## src/rtl/gpio_uart_tx_pkg.sv

```systemverilog
`timescale 1ns/1ps
`default_nettype none
// ============================================================================
// Module   : gpio_uart_tx_pkg
// Purpose  : Shared FSM state type, status bit map and defaults for gpio_uart_tx.
// Revision : 1.0 - initial release
// ============================================================================
package gpio_uart_tx_pkg;

    localparam int c_default_clks_per_bit = 16;
    localparam int c_bytes_per_word       = 4;
    localparam int c_bits_per_byte        = 8;

    // Bit positions inside the CPU-visible status word.
    localparam int c_stat_busy      = 0;
    localparam int c_stat_full      = 1;
    localparam int c_stat_empty     = 2;
    localparam int c_stat_count_lsb = 3;
    localparam int c_stat_count_msb = 5;
    localparam int c_stat_drop_lsb  = 8;
    localparam int c_stat_drop_msb  = 15;

    typedef enum logic [1:0] {
        S_IDLE  = 2'd0,
        S_START = 2'd1,
        S_DATA  = 2'd2,
        S_STOP  = 2'd3
    } tx_state_t;

endpackage : gpio_uart_tx_pkg
`default_nettype wire

```

## src/rtl/gpio_uart_tx_fifo.sv

```systemverilog
`timescale 1ns/1ps
`default_nettype none
// ============================================================================
// Module   : word_fifo
// Purpose  : Synchronous word FIFO; a push into a full FIFO is accepted only
//            when a pop happens on the same edge, otherwise it is reported.
// Revision : 1.0 - initial release
// ============================================================================
module word_fifo
    import gpio_uart_tx_pkg::*;
#(
    parameter int DEPTH = 4,
    parameter int WIDTH = 32,
    parameter int AW    = (DEPTH > 1) ? $clog2(DEPTH) : 1,
    parameter int CW    = $clog2(DEPTH + 1)
) (
    input  logic             clk,
    input  logic             rst,
    input  logic             i_push,
    input  logic             i_pop,
    input  logic [WIDTH-1:0] i_data,
    output logic [WIDTH-1:0] o_data,
    output logic             o_full,
    output logic             o_empty,
    output logic [CW-1:0]    o_count,
    output logic             o_drop
);

    localparam logic [AW-1:0] c_ptr_last = AW'(DEPTH - 1);
    localparam logic [CW-1:0] c_count_max = CW'(DEPTH);

    logic [WIDTH-1:0] r_mem [DEPTH];
    logic [AW-1:0]    r_wr_ptr;
    logic [AW-1:0]    r_rd_ptr;
    logic [CW-1:0]    r_count;

    logic w_full;
    logic w_empty;
    logic w_wr_en;
    logic w_rd_en;

    assign w_full  = (r_count == c_count_max);
    assign w_empty = (r_count == '0);
    assign w_rd_en = i_pop && !w_empty;
    // The slot freed by a same-edge pop makes room for the incoming word.
    assign w_wr_en = i_push && (!w_full || w_rd_en);

    always_ff @(posedge clk) begin
        if (w_wr_en) begin
            r_mem[r_wr_ptr] <= i_data;
        end
    end

    always_ff @(posedge clk or posedge rst) begin
        if (rst) begin
            r_wr_ptr <= '0;
            r_rd_ptr <= '0;
            r_count  <= '0;
        end else begin
            if (w_wr_en) begin
                r_wr_ptr <= (r_wr_ptr == c_ptr_last) ? '0 : r_wr_ptr + 1'b1;
            end
            if (w_rd_en) begin
                r_rd_ptr <= (r_rd_ptr == c_ptr_last) ? '0 : r_rd_ptr + 1'b1;
            end
            case ({w_wr_en, w_rd_en})
                2'b10:   r_count <= r_count + 1'b1;
                2'b01:   r_count <= r_count - 1'b1;
                default: r_count <= r_count;
            endcase
        end
    end

    assign o_data  = r_mem[r_rd_ptr];
    assign o_full  = w_full;
    assign o_empty = w_empty;
    assign o_count = r_count;
    assign o_drop  = i_push && w_full && !w_rd_en;

endmodule : word_fifo
`default_nettype wire

```

## src/rtl/gpio_uart_tx.sv

```systemverilog
`timescale 1ns/1ps
`default_nettype none
// ============================================================================
// Module   : gpio_uart_tx
// Purpose  : Captures changes of a CPU GPIO word, buffers them and sends each
//            word as four 8N1 UART bytes, low byte first.
// Revision : 1.0 - initial release
// ============================================================================
module gpio_uart_tx
    import gpio_uart_tx_pkg::*;
#(
    parameter int CLKS_PER_BIT = c_default_clks_per_bit,
    parameter int FIFO_DEPTH   = 4
) (
    input  logic        clk,
    input  logic        rst,
    input  logic [31:0] gpio_word,
    output logic        tx,
    output logic [31:0] status
);

    localparam int CNT_W   = $clog2(CLKS_PER_BIT);
    localparam int FCW     = $clog2(FIFO_DEPTH + 1);
    localparam int STAT_CW = c_stat_count_msb - c_stat_count_lsb + 1;

    localparam logic [CNT_W-1:0] c_bit_last  = CNT_W'(CLKS_PER_BIT - 1);
    localparam logic [2:0]       c_data_last = 3'(c_bits_per_byte - 1);
    localparam logic [1:0]       c_byte_last = 2'(c_bytes_per_word - 1);

    tx_state_t        r_state;
    logic [31:0]      r_prev_word;
    logic [31:0]      r_shift;
    logic [1:0]       r_byte_idx;
    logic [2:0]       r_bit_idx;
    logic [CNT_W-1:0] r_bit_cnt;
    logic             r_tx;
    logic [7:0]       r_drop_cnt;

    logic             w_change;
    logic             w_pop;
    logic             w_bit_done;
    logic [31:0]      w_fifo_data;
    logic             w_fifo_full;
    logic             w_fifo_empty;
    logic [FCW-1:0]   w_fifo_count;
    logic             w_fifo_drop;

    assign w_change   = (gpio_word != r_prev_word);
    assign w_pop      = (r_state == S_IDLE) && !w_fifo_empty;
    assign w_bit_done = (r_bit_cnt == c_bit_last);

    word_fifo #(
        .DEPTH (FIFO_DEPTH),
        .WIDTH (32)
    ) u_fifo (
        .clk     (clk),
        .rst     (rst),
        .i_push  (w_change),
        .i_pop   (w_pop),
        .i_data  (gpio_word),
        .o_data  (w_fifo_data),
        .o_full  (w_fifo_full),
        .o_empty (w_fifo_empty),
        .o_count (w_fifo_count),
        .o_drop  (w_fifo_drop)
    );

    always_ff @(posedge clk or posedge rst) begin
        if (rst) begin
            r_prev_word <= '0;
        end else if (w_change) begin
            r_prev_word <= gpio_word;
        end
    end

    always_ff @(posedge clk or posedge rst) begin
        if (rst) begin
            r_drop_cnt <= '0;
        end else if (w_fifo_drop && (r_drop_cnt != 8'hFF)) begin
            r_drop_cnt <= r_drop_cnt + 1'b1;
        end
    end

    // tx is registered and loaded one edge ahead, so each line level lines up
    // exactly with the state that owns it.
    always_ff @(posedge clk or posedge rst) begin
        if (rst) begin
            r_state    <= S_IDLE;
            r_shift    <= '0;
            r_byte_idx <= '0;
            r_bit_idx  <= '0;
            r_bit_cnt  <= '0;
            r_tx       <= 1'b1;
        end else begin
            case (r_state)
                S_IDLE: begin
                    r_tx <= 1'b1;
                    if (w_pop) begin
                        r_shift    <= w_fifo_data;
                        r_byte_idx <= '0;
                        r_bit_idx  <= '0;
                        r_bit_cnt  <= '0;
                        r_tx       <= 1'b0;
                        r_state    <= S_START;
                    end
                end
                S_START: begin
                    if (w_bit_done) begin
                        r_bit_cnt <= '0;
                        r_tx      <= r_shift[0];
                        r_state   <= S_DATA;
                    end else begin
                        r_bit_cnt <= r_bit_cnt + 1'b1;
                    end
                end
                S_DATA: begin
                    if (w_bit_done) begin
                        r_bit_cnt <= '0;
                        r_shift   <= {1'b0, r_shift[31:1]};
                        if (r_bit_idx == c_data_last) begin
                            r_bit_idx <= '0;
                            r_tx      <= 1'b1;
                            r_state   <= S_STOP;
                        end else begin
                            r_bit_idx <= r_bit_idx + 1'b1;
                            r_tx      <= r_shift[1];
                        end
                    end else begin
                        r_bit_cnt <= r_bit_cnt + 1'b1;
                    end
                end
                S_STOP: begin
                    if (w_bit_done) begin
                        r_bit_cnt <= '0;
                        if (r_byte_idx == c_byte_last) begin
                            r_tx    <= 1'b1;
                            r_state <= S_IDLE;
                        end else begin
                            r_byte_idx <= r_byte_idx + 1'b1;
                            r_tx       <= 1'b0;
                            r_state    <= S_START;
                        end
                    end else begin
                        r_bit_cnt <= r_bit_cnt + 1'b1;
                    end
                end
                default: begin
                    r_state <= S_IDLE;
                    r_tx    <= 1'b1;
                end
            endcase
        end
    end

    always_comb begin
        status = '0;
        status[c_stat_busy]  = (r_state != S_IDLE);
        status[c_stat_full]  = w_fifo_full;
        status[c_stat_empty] = w_fifo_empty;
        status[c_stat_count_msb:c_stat_count_lsb] = STAT_CW'(w_fifo_count);
        status[c_stat_drop_msb:c_stat_drop_lsb]   = r_drop_cnt;
    end

    assign tx = r_tx;

endmodule : gpio_uart_tx
`default_nettype wire

```

## config.mk

```make
export PLATFORM = sky130hd
export DESIGN_NAME = gpio_uart_tx
export DESIGN_NICKNAME = d
export VERILOG_FILES = /design/src/rtl/gpio_uart_tx_pkg.sv /design/src/rtl/gpio_uart_tx_fifo.sv /design/src/rtl/gpio_uart_tx.sv
export SDC_FILE = /design/constraint.sdc
export NUM_CORES = 1
export LEC_CHECK = 0
export ABC_AREA = 1
export BUFFER_PORTS_ARGS = -buffer_cell sky130_fd_sc_hd__buf_2
export CORE_AREA = 2 2 191 193
export CTS_BUF_LIST = sky130_fd_sc_hd__clkbuf_8 sky130_fd_sc_hd__clkbuf_16
export CTS_CLUSTER_DIAMETER = 120
export DETAILED_ROUTE_END_ITERATION = 6
export DIE_AREA = 0 0 193 195
export PLACE_DENSITY = 0.46
export SLEW_MARGIN = 15
export SYNTH_ARGS = -nofsm -noshare
export SYNTH_HDL_FRONTEND = slang
export SYNTH_HIERARCHICAL = 1
export SYNTH_SLANG_ARGS = --single-unit
```

## constraint.sdc

```tcl
create_clock -name clk -period 2.9 [get_ports clk]
set_clock_uncertainty 0.1 [all_clocks]
set_input_delay 0.29 -clock clk [delete_from_list [all_inputs] [get_ports clk]]
set_output_delay 0.29 -clock clk [all_outputs]
set_load 0.02 [all_outputs]
```

==> summary.txt <==
Outcome
  • Status: completed

Floorplan
  • Starting Density: 27.84%
  • Ports: 67
  • Floorplan die width: 193 um
  • Num rows: 69
  • Core Box Area: 35400 um^2
  • Die height: 195 um
  • DIE AREA: 37640 um^2

Detailed routing
  • Vias: 6049
  • Via density per instance: 4.084
  • First-iteration detailed-routing DRC count: 235
  • Pre-antenna DRT Iters: 4
  • DRC viols: 0
  • Wire per inst: 13.12 um
  • Final wirelength: 19430 um
  • Final ANT Viol Nets: 0

Synth
  • Number of synthesized flops with an enable pin: 128
  • Synth Register Bits: 219
  • Cell area after synthesis: 9853 um^2
  • Top-count cell post-synth: nand2_1
  • Post-synth top flop: edfxtp_1
  • Ys async rst share: 41.55%
  • Post-Syn Instances: 951
  • Top cell type's share of synthesized area: 39.01%
  • Post-synth top cells: nand2_1 (226), inv_1 (140), edfxtp_1 (128), dfrtp_1 (90), o21ai_0 (50)
  • Share of the yosys chip area belonging to registers: 62.13%
  • Synth warn: 6
  • Syn Area/Cell: 10.36 um^2
  • Top area cells in the synthesized netlist: edfxtp_1 (39%), dfrtp_1 (23%), nand2_1 (8.6%), inv_1 (5.3%), xnor2_1 (2.8%)
  • Synth unique cells: 32
  • Area leader, netlist: edfxtp_1

Timing
  • Fmax: 373.7 MHz
  • Crit share post-route: 92.28%
  • Hold WS: 160.5 ps
  • Setup TNS: 0 ps
  • Fin. Hold Viols: 0
  • Slew headroom: 60.83%
  • Final worst slack: 223.9 ps
  • Post-route minimum period: 2676 ps
  • Slew Viols, Final: 0
  • Worst slew pin tran: 587.5 ps
  • Final setup violation count: 0
  • RSZ-0062 raised after global routing: no

Worst setup path
  • Worst path slowest cell: dlygate4sd3_1
  • CP Buf/Inv Count: 3
  • CP required: 3210 ps
  • Most used cell, CP: nand2_1
  • CP endpoint kind: flip-flop
  • Worst r2r path cells: 14
  • Critical-path maximum fanout: 6
  • RR Endpoint: u_fifo/o_count[2]$_DFFE_PP0P_
  • RR Startpoint: r_prev_word[10]$_DFFE_PP0P_
  • WP depth: 16
  • Reg-to-reg setup timing slack: 310 ps
  • Top delay family on crit path: simple AND/OR/NAND/NOR gates
  • CP Cell Sequence: dlygate4sd3_1 -> buf_2 -> xnor2_1 -> nand2_1 -> nor2_1 -> nand2_1 -> nor2_1 -> nand2_1 -> nand2_2 -> ha_1 -> inv_1 -> fa_1 -> nand2_1 -> nand3_1 -> nand2_1 -> nand2_1
  • Max incr delay on CP: 540 ps
  • Nature of the critical path startpoint: input port
  • Critical Path Source: gpio_word[10]
  • Setup Crit Path Kind: in -> reg
  • Worst Path Arrival: 2990 ps
  • Critical Path Sink: u_fifo/o_count[2]$_DFFE_PP0P_

Placement
  • # placed instances: 1403
  • Buffers on Ports: 48
  • Placer Congestion: 0.7043
  • DP Wirelength: 11210 um
  • Setup WS pre-CTS: 176.4 ps

Clock network
  • Cts bufs inserted: 25
  • Worst skew pair latency: 520 ps
  • CTS clk-pin slew, worst paths: 60 ps
  • CTS resizes: 0
  • TritonCTS clock tree: done
  • Clock sink count: 219
  • Clock root cell: clkbuf_16
  • H-tree levels: 1
  • CTS max path bufs: 3
  • Post CTS Setup Buffer Count: 0
  • CTS Hold Buffers Added: 33

Worst hold path
  • Worst hold path type: in -> async

Global routing
  • First-pass GRT wire length: 31670 um
  • Initial antenna violation count: 0
  • GRT overflow: 0
  • Largest net degree at the start of global routing: 132
  • Vias in the first global route: 5859
  • GRT Total Usage: 10.56%

Power and ir drop
  • Combinational Power Share: 27.1%
  • Worst-case vdd ir drop: 405.4 uV
  • Reg power frac: 39.3%
  • Power density over cell area: 847.9 nW/um^2
  • Int Power: 6.738 mW
  • Pwr Total: 9.889 mW
  • Pleak: 5.071 nW
  • Sw Ratio: 31.86%
  • Net Switching: 3.150 mW
  • Clk pwr share: 33.6%

Finish
  • Area Overhead vs Synth: 18.36%
  • Layout cells sized above 1: 14.22%
  • N_diodes: 0
  • Finished Layout Cells: 1481
  • Nets: 1052

Flow run
  • Total of max-cap violations: 0
sequential cells by signal, summed over array words and instances, names as in the netlist:
name and flops:
u_fifo/r_mem 128, r_prev_word 32, r_shift 32, r_drop_cnt 8, r_bit_cnt 4, r_bit_idx 3
u_fifo/o_count 3, r_byte_idx 2, r_state 2, u_fifo/r_rd_ptr 2, u_fifo/r_wr_ptr 2, tx 1
metrics by stage:
stage / area (um^2) / utilization [%]
floorplan: 9917 / -
global placement: 10460 / 29.54
detailed placement: 10460 / 29.54
CTS: 11660 / 32.95
global route: 11660 / 32.95
finish: 11660 / 32.95
how the worst min path moves through the flow:
stage / from / endpoint / slack [ps]
finish: rst / u_fifo/r_wr_ptr[0]$_DFFE_PP0P_ / 160
global route: rst / u_fifo/r_wr_ptr[0]$_DFFE_PP0P_ / 190
CTS: rst / u_fifo/r_wr_ptr[0]$_DFFE_PP0P_ / 150
detailed placement: rst / u_fifo/r_wr_ptr[0]$_DFFE_PP0P_ / 160
global placement: rst / u_fifo/r_wr_ptr[0]$_DFFE_PP0P_ / 160
floorplan: rst / u_fifo/o_count[0]$_DFFE_PP0P_ / -7
area by class of cell:
| cell class | instances | area, um^2 |
|---|---|---|
| Timing Repair Buffer | 93 | 760.7 |
| Clock inverter | 17 | 207.7 |
| Multi-Input combinational cell | 521 | 2784 |
| Fill cell | 3578 | 23730 |
| Clock buffer | 28 | 666.9 |
| Inverter | 142 | 539.3 |
| Sequential cell | 219 | 6127 |
| Tap cell | 461 | 576.8 |
kinds of logic (layout without fill, tap and decap cells):
logic type	Yosys count	after routing	synth area share, %
flip-flops	219	219	62.13
other	1	18	0.03806
AO/OA/AOI/OAI	178	178	11.20
XOR/XNOR	34	34	3.022
AND/OR/NAND/NOR	275	275	10.93
buffers and inverters	228	280	10.56
adder cells (fa/ha/maj)	16	16	2.108
layer usage:
layer	wire [um]	up-vias	share of wire [%]	track usage, %
li1	-	3119	-	-
met1	9211	2829	47	13.91
met2	9285	71	48	18.03
met3	499	30	2.6	1.312
met4	430	0	2.2	3.283
met5	0	-	0	0
worst register-to-register path: stages (launching register included):
cell     delay (ps)
dfrtp_1         370
xnor2_1         150
nand2_1          90
nor2_1          320
nand2_1         130
nor2_1          100
nand2_1         180
nand2_2         140
ha_1            160
inv_1            60
fa_1            380
nand2_1         100
nand3_1          70
nand2_1          70
nand2_1          50
cell usage in the layout, fill, tap and decap left out, types with 2 or more instances in the layout:
cell type | synthesis | final
nand2_1 | 226 | 226
inv_1 | 140 | 142
buf_4 | 27 | 4
xnor2_1 | 31 | 31
nand2_2 | 2 | 2
o21ai_2 | 30 | 30
nand3_1 | 14 | 14
dlygate4sd3_1 | 0 | 33
clkbuf_16 | 0 | 25
clkbuf_8 | 0 | 3
buf_2 | 15 | 48
dfrtp_1 | 90 | 88
clkinv_1 | 0 | 3
clkinvlp_4 | 0 | 2
ha_1 | 15 | 15
buf_12 | 0 | 8
clkinv_2 | 0 | 5
nor2_1 | 27 | 23
bufinv_16 | 0 | 5
o21ai_1 | 28 | 28
o21ai_0 | 50 | 50
conb_1 | 1 | 18
o211ai_1 | 32 | 32
a21oi_1 | 36 | 36
edfxtp_1 | 128 | 128
xor2_1 | 3 | 3
nor2_4 | 0 | 4
power groups by stage:
stage	combinational (mW)	clock, mW	sequential, mW
after floorplan	2.19	0	3.96
after global placement	2.66	0	3.95
after detailed placement	2.70	0	3.95
after CTS	2.74	3.44	3.89
after global routing	3.12	3.55	3.94
final	2.68	3.32	3.89
Note: power is estimated with default switching activity, not from simulation.
